==> config.mk <==
export PLATFORM = sky130hd
export DESIGN_NAME = contador_multicanal
export DESIGN_NICKNAME = d
export VERILOG_FILES = /design/src/rtl/contador_pkg.sv /design/src/rtl/contador_canal.sv /design/src/rtl/contador_multicanal.sv
export SDC_FILE = /design/constraint.sdc
export NUM_CORES = 1
export LEC_CHECK = 0
export BUFFER_PORTS_ARGS = -buffer_cell sky130_fd_sc_hd__buf_4
export CAP_MARGIN = 30
export CORE_MARGIN = 8
export CORE_UTILIZATION = 51
export CTS_BUF_LIST = sky130_fd_sc_hd__clkbuf_8
export CTS_CLUSTER_DIAMETER = 50
export CTS_CLUSTER_SIZE = 30
export DETAILED_ROUTE_END_ITERATION = 12
export GPL_ROUTABILITY_DRIVEN = 0
export PLACE_DENSITY = 0.74
export SLEW_MARGIN = 25
export SYNTH_ARGS = -nofsm -noshare
export SYNTH_HDL_FRONTEND = slang
export SYNTH_SLANG_ARGS = --single-unit
==> constraint.sdc <==
create_clock -name clk -period 4.69 [get_ports clk]
set_clock_uncertainty 0.15 [all_clocks]
set_input_delay 0.2345 -clock clk [delete_from_list [all_inputs] [get_ports clk]]
set_output_delay 0.2345 -clock clk [all_outputs]
set_load 0.1 [all_outputs]
==> src/rtl/contador_pkg.sv <==
// Shared defaults and helpers for the multichannel pop counter.
//   DEF_NUM_CH / DEF_CNT_W / DEF_IDX_W : default geometry of the counter bank
//   cnt_max(width)                     : largest value a width-bit counter holds
package contador_pkg;

    localparam int DEF_NUM_CH = 4;
    localparam int DEF_CNT_W  = 6;
    localparam int DEF_IDX_W  = 2;

    // Computed in 64 bits so a 32-bit counter width does not overflow the shift.
    function automatic longint unsigned cnt_max(input int unsigned width);
        return (64'd1 << width) - 64'd1;
    endfunction

endpackage

==> src/rtl/contador_canal.sv <==
// One channel of the pop counter: registered pop strobe, saturating count of
// pops issued, and a sticky saturation flag.
//   clk, reset : clock and asynchronous active-high reset
//   enable     : global pop enable
//   empty      : this channel's FIFO empty flag
//   clear      : clear-on-read request for this channel (same edge as capture)
//   pop        : registered pop strobe to the FIFO
//   count      : current pop count (saturates at all ones)
//   sat        : set when a pop arrives while count is already at its maximum
module contador_canal
    import contador_pkg::*;
#(
    parameter int CNT_W     = DEF_CNT_W,
    parameter int BACK2BACK = 1
) (
    input  logic             clk,
    input  logic             reset,
    input  logic             enable,
    input  logic             empty,
    input  logic             clear,
    output logic             pop,
    output logic [CNT_W-1:0] count,
    output logic             sat
);

    localparam logic [CNT_W-1:0] CNT_MAX = CNT_W'(cnt_max(CNT_W));

    logic pop_next;

    // Throttled mode forbids a pop in the cycle right after a pop.
    assign pop_next = enable & ~empty & ((BACK2BACK != 0) | ~pop);

    // NOTE: reset is in the sensitivity list so it acts without a clock edge,
    // and every clocked assignment is non-blocking so all flops see pre-edge values.
    always_ff @(posedge clk or posedge reset) begin
        if (reset) begin
            pop   <= 1'b0;
            count <= '0;
            sat   <= 1'b0;
        end else begin
            pop <= pop_next;
            if (clear) begin
                // A pop landing on the clearing edge is the first of the new epoch.
                count <= CNT_W'(pop_next);
                sat   <= 1'b0;
            end else if (pop_next) begin
                if (count == CNT_MAX) begin
                    sat <= 1'b1;
                end else begin
                    count <= count + CNT_W'(1);
                end
            end
        end
    end

endmodule

==> src/rtl/contador_multicanal.sv <==
// Per-channel pop counter bank for the transaction-layer FIFOs.
//   clk, reset   : clock and asynchronous active-high reset
//   enable       : global pop enable (0 = no pops, counters hold)
//   empty        : FIFO empty flags, bit i = channel i
//   pop          : registered pop strobes
//   request, idx : indexed read request, sampled on clk
//   contador_out : registered count of the addressed channel (0 unless valid)
//   valid        : one-cycle strobe the cycle after request
//   idx_err      : with valid, idx addressed a channel that does not exist
//   sat          : sticky per-channel saturation flags
module contador_multicanal
    import contador_pkg::*;
#(
    parameter int NUM_CH      = DEF_NUM_CH,
    parameter int CNT_W       = DEF_CNT_W,
    parameter int IDX_W       = DEF_IDX_W,
    parameter int BACK2BACK   = 1,
    parameter int CLR_ON_READ = 0
) (
    input  logic              clk,
    input  logic              reset,
    input  logic              enable,
    input  logic [NUM_CH-1:0] empty,
    output logic [NUM_CH-1:0] pop,
    input  logic              request,
    input  logic [IDX_W-1:0]  idx,
    output logic [CNT_W-1:0]  contador_out,
    output logic              valid,
    output logic              idx_err,
    output logic [NUM_CH-1:0] sat
);

    if ((1 << IDX_W) < NUM_CH) begin : g_idx_w_check
        $error("contador_multicanal: IDX_W=%0d cannot address NUM_CH=%0d channels", IDX_W, NUM_CH);
    end
    if (NUM_CH < 2 || NUM_CH > 16) begin : g_num_ch_check
        $error("contador_multicanal: NUM_CH=%0d outside 2..16", NUM_CH);
    end

    logic [CNT_W-1:0]  counts [NUM_CH];
    logic [NUM_CH-1:0] clear;
    logic [CNT_W-1:0]  rd_val;
    logic              idx_ok;

    assign idx_ok = (int'(idx) < NUM_CH);

    for (genvar i = 0; i < NUM_CH; i++) begin : g_ch
        assign clear[i] = (CLR_ON_READ != 0) & request & (int'(idx) == i);

        contador_canal #(
            .CNT_W     (CNT_W),
            .BACK2BACK (BACK2BACK)
        ) u_canal (
            .clk    (clk),
            .reset  (reset),
            .enable (enable),
            .empty  (empty[i]),
            .clear  (clear[i]),
            .pop    (pop[i]),
            .count  (counts[i]),
            .sat    (sat[i])
        );
    end

    // Read mux; an index with no matching channel falls through to zero.
    always_comb begin
        // NOTE: default assigned first so no path leaves rd_val unassigned (no latch).
        rd_val = '0;
        for (int i = 0; i < NUM_CH; i++) begin
            if (int'(idx) == i) begin
                rd_val = counts[i];
            end
        end
    end

    // Capture uses the pre-edge count, so a pop or clear on the same edge is never seen.
    always_ff @(posedge clk or posedge reset) begin
        if (reset) begin
            valid        <= 1'b0;
            idx_err      <= 1'b0;
            contador_out <= '0;
        end else begin
            valid        <= request;
            idx_err      <= request & ~idx_ok;
            contador_out <= request ? rd_val : '0;
        end
    end

endmodule

* Word level (Yosys, flattened, before mapping)
Index checks and enable logic that the tools add are counted.
Word-level totals: flip-flop bits (word level) 39, input bits 10
Cells by class: equal/unequal tests 7, multiplexer cells 5, $add $sub $neg 4, reductions and logical operators 9, bitwise gates (word level) 12
Operators with widths (count):
- 6-bit two-way mux | 5
- 6-bit by 1-bit adder with 6-bit output, second input constant | 4
- 6-bit == test, second input constant | 4
- 2-bit AND reduction | 8
- 1-bit inverter | 8
- 1-bit AND | 4
- 2-bit == test, second input constant | 2
- 2-bit by 1-bit == test with 1-bit output, second input constant | 1
- 2-bit logical NOT | 1

* Depth between registers and ports, before layout
Gate-level depths: netlist (run 1).
depth in word-level cells 6, depth in mapped cells 4, depth with buffers taken out 4

* By module
A second synthesis (run 1) with hierarchy kept.
Unflattened totals: cells, all modules 207, area total of the unflattened synthesis 2200.9 µm²
Modules (own cells, without submodules):
- contador_canal | sequential area each 200.2 µm², instances 4, cells each 44, area an instance 457.9 µm²
- contador_multicanal | sequential area each 175.2 µm², instances 1, cells each 31, area an instance 369.1 µm²

* Least setup slack after synthesis (run 1)
Ideal clock, no wire load.
path kind register -> register, from register g_ch[3].u_canal.count[0], to register g_ch[3].u_canal.count[1], cell stages (with the launch flop) 5, library setup time 0.125 ns, required time 4.415 ns, clock period less this slack 1.518 ns, setup slack 3.172 ns, arrival time 1.243 ns, path through dfrtp_1 > ha_1 > nand2_1 > o21ai_1 > mux2_2
On the way: longest elaborated chain between the ends 3, elaborated cells on any way between the ends 4, those cells by class add/sub: 1; eq/ne: 1; bitwise: 1; reduce/logical: 1
RTL lines:
- start: declaration | line contador_canal.sv:22 | output logic [CNT_W-1:0] count,
- start signal: assignment | line contador_canal.sv:44 | count <= CNT_W'(pop_next);
- start signal: assignment | line contador_canal.sv:50 | count <= count + CNT_W'(1);
- branches (longest 3 deep; another with 6-bit by 1-bit adder with 6-bit output)
Parallel ways; which one is timed is not known. A chain may end at the register's enable or synchronous reset.

* Final worst setup path (run 1)
from register g_ch[3].u_canal.count[1], to register g_ch[3].u_canal.count[1]
The elaborated chain is that of the path after synthesis.

==> results of run 1 <==
-- placed cells by master (no fill, tap or decap) --
master,netlist,final
o2111ai_1,1,1
inv_1,2,3
nor2_1,4,4
ha_1,4,4
mux4_2,6,6
nand4_1,8,8
clkbuf_8,0,7
mux2_1,2,2
nand3_1,5,5
o21ai_2,3,3
o21ai_0,3,3
a41o_1,3,3
nand2b_1,5,5
a311oi_1,1,1
xor2_1,1,1
conb_1,1,1
o21a_1,1,1
o2111a_1,2,2
and2b_2,1,1
a21oi_1,5,5
a21o_1,1,1
and2b_1,3,3
and2_1,7,7
nand2_1,8,8
o21ai_1,1,1
nand3b_1,1,1
dlygate4sd3_1,0,2
xnor2_1,5,5
and3_1,4,4
buf_4,9,25
a31oi_1,2,2
mux2_2,11,11
dfrtp_1,39,39
mux2i_1,1,1
-- final timing paths --
kind,cells after the start,to,start,slack [ns]
setup / recovery,4,g_ch[3].u_canal.count[1],g_ch[3].u_canal.count[1],2.99
hold / removal,2,g_ch[3].u_canal.pop,enable,0.17
setup reg to reg,4,g_ch[3].u_canal.count[1],g_ch[3].u_canal.count[1],2.99
hold reg to reg,1,g_ch[0].u_canal.sat,g_ch[0].u_canal.sat,0.31
max in group asynchronous,4,g_ch[3].u_canal.count[5],reset,3.58
min in group asynchronous,4,contador_out[2],reset,0.47
-- sequential cells by signal, indices dropped and copies added, names as in the netlist --
name and cells:
valid 1, g_ch.u_canal.count 24, g_ch.u_canal.sat 4, contador_out 6, g_ch.u_canal.pop 4
-- per-stage QoR --
step                area (um2)  hold slack [ns]  utilization (%)  total power, uW
floorplan                 1930            0.116                -              997
global placement          2060            0.228             56.2             1100
detailed placement        2060            0.234             56.2             1130
CTS                       2180            0.158             59.5             1380
global route              2180            0.175             59.5             1450
finish                    2180            0.173             59.5             1370
-- logic make-up (layout without fill, tap and decap cells) --
family / Yosys count / after routing / synth area share, %
AOI/OAI and AO/OA: 23 / 23 / 8.74
xor gates and xnor gates: 6 / 6 / 2.72
adders and majority gates: 4 / 4 / 2.59
buffers and inverters: 16 / 37 / 6.80
DFF: 39 / 39 / 50.5
muxes: 20 / 20 / 15.1
other: 1 / 1 / 0.194
and+or+nand+nor: 46 / 46 / 13.4
-- power by group --
part,internal [uW],switching [uW]
clock,132,110
sequential,457,154
combinational,209,303
total,798,567
-- metal layers --
layer	up-vias	GRT usage, %	part of all wire, %
met1	647	12.9	41
met5	-	0	0
li1	597	-	-
met2	42	22.0	51
met4	0	5.28	1.6
met3	7	5.07	6.5
-- critical path, stage by stage (launching register included) --
cell	delay [ns]
dfrtp_1	0.42
ha_1	0.31
nand2_1	0.10
o21ai_1	0.23
mux2_2	0.37
-- final cells by class --
type	instances	area [um2]	area share (%)
inverter	2	7.51	0.345
tap	48	60.1	2.76
clock buffer	7	96.3	4.43
clock inverter	1	3.75	0.172
sequential	39	976	44.8
timing repair buffer	27	208	9.54
multi-input combinational	100	826	37.9
-- repair_timing --
action,in CTS,in global routing
hold buffers,2,0
resized for setup,0,0
hold endpoints to repair,40,0
==> metrics.txt, run 1 <==
Ys Warns 0; drt drc 0; initial antenna violation count 0; die area roughly 6000 um2; DR vias/cell just under 6; Post-synth top flop dfrtp_1; die width slightly below 80 um; PortBufs 24; Final setup viols 0; CP max FO 7; post-synthesis async set-or-reset flop share 100%; gr usage total 12.5%; Synth area leaders dfrtp_1, mux4_2, mux2_2; Leak 0.00102 uW; # rows 22; FMAX 0.589 GHz; Initial Util 52.8%; vias ~1300; register area share after synthesis 50.5%; Mean Syn Cell Area 12.5 um2; CTS buffer count 5; critical setup path kind reg -> reg; Routed WL about 3600 um; TritonCTS clock tree built; Iteration-0 DRC Markers 82; Period Utilization, post-route between 30% and 40%; clk buf depth 2; ANT nets after route 0; grt ovf 0; cell count after placement 214; post-route worst setup slack between 2 and 3 ns; outcome finished clean; fraction of layout cells with a size suffix above 1 a little under a third; CTS root buffer clkbuf_8; DP HPWL 2630 um; Power Density approximately 630 nW/um2; Yosys cell types 33; Core Region around 3700 um2; share of the synthesized area in the top cell type 50.5%; CTS Sinks 39; largest net degree at the start of global routing 40; first-pass GRT wire length roughly 6000 um; Post-Syn Instances about 160; Nets 189; clk slew on worst S/H paths about 0.070 ns; Critical Path Source Type flip-flop; Layout area overhead 12.6%; worst vdd ir roughly 330 uV; vias in the first global route 1327; Slew Limit Fails 0; crit end category flip-flop; syn_nets 169; post-route setup TNS 0 ns; fillers 316; Hold Violations, Final 0; Mapped Area approximately 1900 um2; Post-synth EDFFs 0; CP arrival 1.72 ns; most frequent cells after synthesis dfrtp_1, mux2_2, buf_4; count leader, synth dfrtp_1; MaxCap Viol Count 0; CTS HTree Levels 2; Pre-antenna DRT Iters 6; Post-Layout Cell Count 224; IO Count 26; Die Y ~78 um; min Tclk post-route 1.70 ns; largest area contributor in the netlist dfrtp_1; Req. time, crit path 4.71 ns; wire per inst 16.0 um; Worst-Skew Late Latency 0.29 ns; Hold/Removal Path Class in -> reg; Antenna diodes 0; Setup WS pre-CTS 3.01 ns; RSZ-0062 raised after global routing false; post-CTS setup buffer count 0; post-synthesis register bit count 39
(Power assumes the default switching activity.)
==> inputs of run 2 (changes only) <==
==> constraint.sdc (replaced) <==
create_clock -name clk -period 1.69 [get_ports clk]
set_clock_uncertainty 0.15 [all_clocks]
set_input_delay 0.0845 -clock clk [delete_from_list [all_inputs] [get_ports clk]]
set_output_delay 0.0845 -clock clk [all_outputs]
set_load 0.1 [all_outputs]
==> metrics.txt, run 2 (synthesis results as in run 1) <==
Iteration-0 DRC Markers 80 (-2.4%); Pre-antenna DRT Iters 4 (-2); CP arrival 1.65 ns (-0.07 ns); first-pass GRT wire length 6280 um (+4.4%); Leak 0.00105 uW (+3.1%); critical setup path kind reg -> reg; CTS HTree Levels 2 (unchanged); Biggest register g_ch.u_canal.count; post-route setup TNS 0 ns (unchanged); TritonCTS clock tree built; # rows 22 (unchanged); die width 77.6 um (unchanged); Critical Path Source Type flip-flop; FMAX 0.616 GHz (+4.6%); max FFs per register 24 (unchanged); IO Count 26 (unchanged); most frequent cells in the layout dfrtp_1, buf_4, mux2_2; min Tclk post-route 1.62 ns (-0.0741 ns); CP max FO 5 (-2); gr usage total 13.0% (+0.49 points); vias in the first global route 1320 (-0.53%); initial antenna violation count 0 (unchanged); drt drc 0 (unchanged); clk buf depth 2 (unchanged); DR vias/cell 5.57 (-3.4%); fraction of layout cells with a size suffix above 1 33.3% (+3.2 points); Initial Util 52.8% (unchanged); top flop regs g_ch.u_canal.count x24, contador_out x6; Layout area overhead 16.3%; wire per inst 15.8 um (-0.88%); hold slack 0.0282 ns (-0.145 ns); Core Region 3660 um2 (unchanged); CTS buffer count 5 (unchanged); CTS Sinks 39 (unchanged); vias 1271 (-1.7%); ANT nets after route 0 (unchanged); Power Density 1820 nW/um2 (+190%); grt ovf 0 (unchanged); Nets 193 (+2.1%); Period Utilization, post-route 96.1% (+60 points); clk slew on worst S/H paths 0.07 ns (about the same); Req. time, crit path 1.72 ns (-2.99 ns); CTS root buffer clkbuf_8; Die Y 77.6 um (unchanged); worst vdd ir 744 uV (+130%); PortBufs 24 (unchanged); Hold/Removal Path Class in -> reg; outcome finished clean; Antenna diodes 0 (unchanged); Hold Violations, Final 0 (unchanged); largest net degree at the start of global routing 40 (unchanged); Routed WL 3610 um (+0.89%); DP HPWL 2720 um (+3.4%); Worst-Skew Late Latency 0.29 ns (about the same); MaxCap Viol Count 0 (unchanged); RSZ-0062 raised after global routing false; crit end category flip-flop; commonest non-fill, non-tap cell in the layout dfrtp_1; die area 6020 um2 (unchanged); Slew Limit Fails 0 (unchanged); Final setup viols 0 (unchanged); post-CTS setup buffer count 0 (unchanged)
run 2: changes by cell type in the layout (fill, tap and decap cells not counted), sizes merged:
cell / change
clkbuf: -2
buf: +4
bufinv: +2
run 2: critical path: stages (launching register included):
cell and delay, ns:
dfrtp_1 0.41, ha_2 0.24, nand3_1 0.16, o21ai_2 0.20
mux2_2 0.35
run 2: area by class of cell:
cell class | count | area, um2
Fill cell | 286 | 1410
Sequential cell | 39 | 976
Multi-Input combinational cell | 100 | 835
Timing Repair Buffer | 31 | 238
Clock buffer | 5 | 68.8
Clock inverter | 3 | 63.8
Tap cell | 48 | 60.1
Inverter | 2 | 7.51
run 2: power by group:
group,switching (uW),internal [uW]
registers,400,1270
logic,893,646
clock network,304,584
total,1600,2500
run 2: layer usage:
metal / global-route usage [%] / wire (um) / vias to the layer above
met5: 0 / 0 / -
met4: 6.04 / 68 / 0
met3: 5.88 / 243 / 6
met2: 20.7 / 1760 / 38
met1: 14.6 / 1530 / 626
li1: - / - / 601
run 2: worst paths after layout:
check,slack (ns),depth (start not counted),from,endpoint
setup reg to reg,0.07,4,g_ch[0].u_canal.count[0],g_ch[0].u_canal.count[1]
hold / removal,0.03,2,enable,g_ch[3].u_canal.pop
min in group asynchronous,0.32,4,reset,g_ch[2].u_canal.pop
hold reg to reg,0.31,1,g_ch[0].u_canal.sat,g_ch[0].u_canal.sat
setup / recovery,0.07,4,g_ch[0].u_canal.count[0],g_ch[0].u_canal.count[1]
max in group asynchronous,0.75,4,reset,g_ch[1].u_canal.count[1]
run 2: metrics by stage:
| stage | total power [uW] | utilization [%] | instance area, um2 | setup WS (ns) | std cells |
|---|---|---|---|---|---|
| global placement | 3110 | 57.0 | 2090 | 0.135 | 218 |
| detailed placement | 3200 | 57.0 | 2090 | 0.0553 | 218 |
| global route | 4340 | 61.4 | 2250 | 0.000916 | 228 |
| CTS | 4100 | 61.2 | 2240 | 0.0369 | 228 |
| floorplan | 2770 | - | 1930 | 0.172 | 155 |
| finish | 4090 | 61.4 | 2250 | 0.0656 | 228 |
run 2: timing repair:
action / in CTS / in global routing
resized for setup: 0 / 3
endpoints found under the setup margin: 0 / 2
hold endpoints to repair: 46 / 0
hold buffers: 2 / 0
==> inputs of run 3 (changes only) <==
--- a/config.mk
+++ b/config.mk
@@ -7,15 +7,16 @@
 export LEC_CHECK = 0
 export BUFFER_PORTS_ARGS = -buffer_cell sky130_fd_sc_hd__buf_4
 export CAP_MARGIN = 30
+export CELL_PAD_IN_SITES_DETAIL_PLACEMENT = 1
+export CELL_PAD_IN_SITES_GLOBAL_PLACEMENT = 2
 export CORE_MARGIN = 8
-export CORE_UTILIZATION = 51
+export CORE_UTILIZATION = 40
 export CTS_BUF_LIST = sky130_fd_sc_hd__clkbuf_8
 export CTS_CLUSTER_DIAMETER = 50
 export CTS_CLUSTER_SIZE = 30
 export DETAILED_ROUTE_END_ITERATION = 12
 export GPL_ROUTABILITY_DRIVEN = 0
-export PLACE_DENSITY = 0.74
-export SLEW_MARGIN = 25
+export PLACE_DENSITY = 0.83
 export SYNTH_ARGS = -nofsm -noshare
 export SYNTH_HDL_FRONTEND = slang
 export SYNTH_SLANG_ARGS = --single-unit
==> metrics.txt, run 3 (synthesis results as in run 1) <==
clk buf depth 2 (unchanged); RSZ-0062 raised after global routing false; Core Region 4690 um2 (+28%); Routed WL 4260 um (+18%); met3 routed WL 222 um (-8.6%); Critical Path Start g_ch[3].u_canal.count[1]; CP max FO 7 (+2); CTS buffer count 5 (unchanged); crit path max-delay cell type dfrtp_1; Storage cell area 976 um2 (unchanged); Critical Path Source Type flip-flop; multi-input logic area 840 um2 (+0.60%); CTS root buffer clkbuf_8; hold slack 0.0240 ns (-0.00424 ns); Hold/Removal Path Class in -> reg; Worst-Skew Late Latency 0.29 ns (about the same); most frequent cells in the layout dfrtp_1, buf_4, mux2_2; Die Y 85.5 um (+10%); vias in the first global route 1420 (+7.6%); initial antenna violation count 0 (unchanged); post-layout util 47.1% (-14 points); # rows 25 (+14%); DP HPWL 3140 um (+16%); Power Density 1740 nW/um2 (-4.4%); Post-Layout Cell Count 234 (+2.6%); die width 85.5 um (+10%); DP Area 2090 um2 (+0.36%); routed wl met2 2100 um (+19%); grt ovf 0 (unchanged); wire per inst 18.2 um (+15%); Iteration-0 DRC Markers 67 (-16%); max incr delay on CP 0.42 ns (about the same); Nets 193 (unchanged); fraction of layout cells with a size suffix above 1 33.3% (unchanged); CTS HTree Levels 2 (unchanged); top routing layer in use met4; TritonCTS clock tree built; CTS Sinks 39 (unchanged); fillers 515 (+80%); Antenna diodes 0 (unchanged); Pre-antenna DRT Iters 4 (unchanged); Layout area overhead 14.3%; CP Cell Sequence ha_2 > nand2_1 > o21ai_2 > mux2_2; vias 1313 (+3.3%); hold path startpoint enable; Leak 0.00103 uW (-1.8%); Final setup viols 0 (unchanged); cell count after placement 224 (+2.8%); MaxCap Viol Count 0 (unchanged); FMAX 0.621 GHz (+0.84%); outcome finished clean; clk slew on worst S/H paths 0.07 ns (about the same); Biggest register g_ch.u_canal.count; DRT met1 WL 1890 um (+23%); Pwr Total 3850 uW (-6.1%); top flop regs g_ch.u_canal.count x24, contador_out x6; PortBufs 24 (unchanged); largest net degree at the start of global routing 40 (unchanged); first-pass GRT wire length 7270 um (+16%); IO Count 26 (unchanged); ANT nets after route 0 (unchanged); Req. time, crit path 1.72 ns (about the same); worst vdd ir 542 uV (-27%); Finished Cell Area 2210 um2 (-1.7%); R2R Path Start g_ch[3].u_canal.count[1]; DR vias/cell 5.61 (+0.66%); Initial Util 41.2% (-12 points); die area 7310 um2 (+22%); gr usage total 12.7% (-0.35 points); CP arrival 1.64 ns (about the same); drt drc 0 (unchanged); Period Utilization, post-route 95.3% (-0.80 points); max FFs per register 24 (unchanged); critical setup path kind reg -> reg; Hold Violations, Final 0 (unchanged); Slew Limit Fails 0 (unchanged); crit end category flip-flop; min Tclk post-route 1.61 ns (-0.0135 ns); commonest non-fill, non-tap cell in the layout dfrtp_1
==> run 3: cell count changes in the layout (fill, tap and decap cells not counted) <==
| cell | change |
|---|---|
| inv_1 | +1 |
| bufinv_16 | -2 |
| clkinv_2 | +1 |
| nand3_1 | -1 |
| nand3_2 | +1 |
==> run 3: metal layers <==
layer	vias to the layer above	GRT usage, %
li1	600	-
met1	675	15.3
met2	34	20.3
met3	4	4.01
met4	0	5.25
met5	-	0
==> run 3: layout make-up <==
cell class / count / area share (%)
timing repair buffer: 31 / 10.8
clock inverter: 3 / 0.566
clock buffer: 5 / 3.11
sequential: 39 / 44.2
multi-input combinational: 100 / 38.0
tap: 54 / 3.06
inverter: 2 / 0.340
==> run 3: power breakdown <==
part / switching [uW] / internal, uW
Combinational: 908 / 642
Sequential: 432 / 1270
Clock: 320 / 278
Total: 1660 / 2190
==> run 3: stage by stage <==
stage	setup TNS, ns	setup WS [ns]
after floorplan	0	0.172
after global placement	0	0.117
after detailed placement	-0.00393	-0.00393
after CTS	0	0.0335
after global routing	0	0.0210
final	0	0.0791
==> run 3: repair_timing <==
item / in CTS / in global routing
hold buffers: 2 / 0
endpoints found under the setup margin: 1 / 2
resized for setup: 1 / 3
buffers inserted: 0 / 0
endpoints found under the hold margin: 46 / 0
cloned: 0 / 0
==> run 3: final timing paths <==
path / end / slack, ns / depth (start not counted)
max: g_ch[3].u_canal.count[1] / 0.08 / 4
max reg2reg: g_ch[3].u_canal.count[1] / 0.08 / 4
min reg2reg: g_ch[0].u_canal.sat / 0.32 / 1
min in group asynchronous: g_ch[3].u_canal.count[5] / 0.33 / 4
max in group asynchronous: g_ch[0].u_canal.count[1] / 0.72 / 4
min: g_ch[3].u_canal.pop / 0.02 / 2
==> run 3: critical path: cells and delay by family (launching register included) <==
kind                     cells  cell delay (ns)
flip-flops                   1             0.42
adder cells (fa/ha/maj)      1             0.28
AO/OA/AOI/OAI                1             0.19
multiplexers                 1             0.36
AND/OR/NAND/NOR              1             0.10
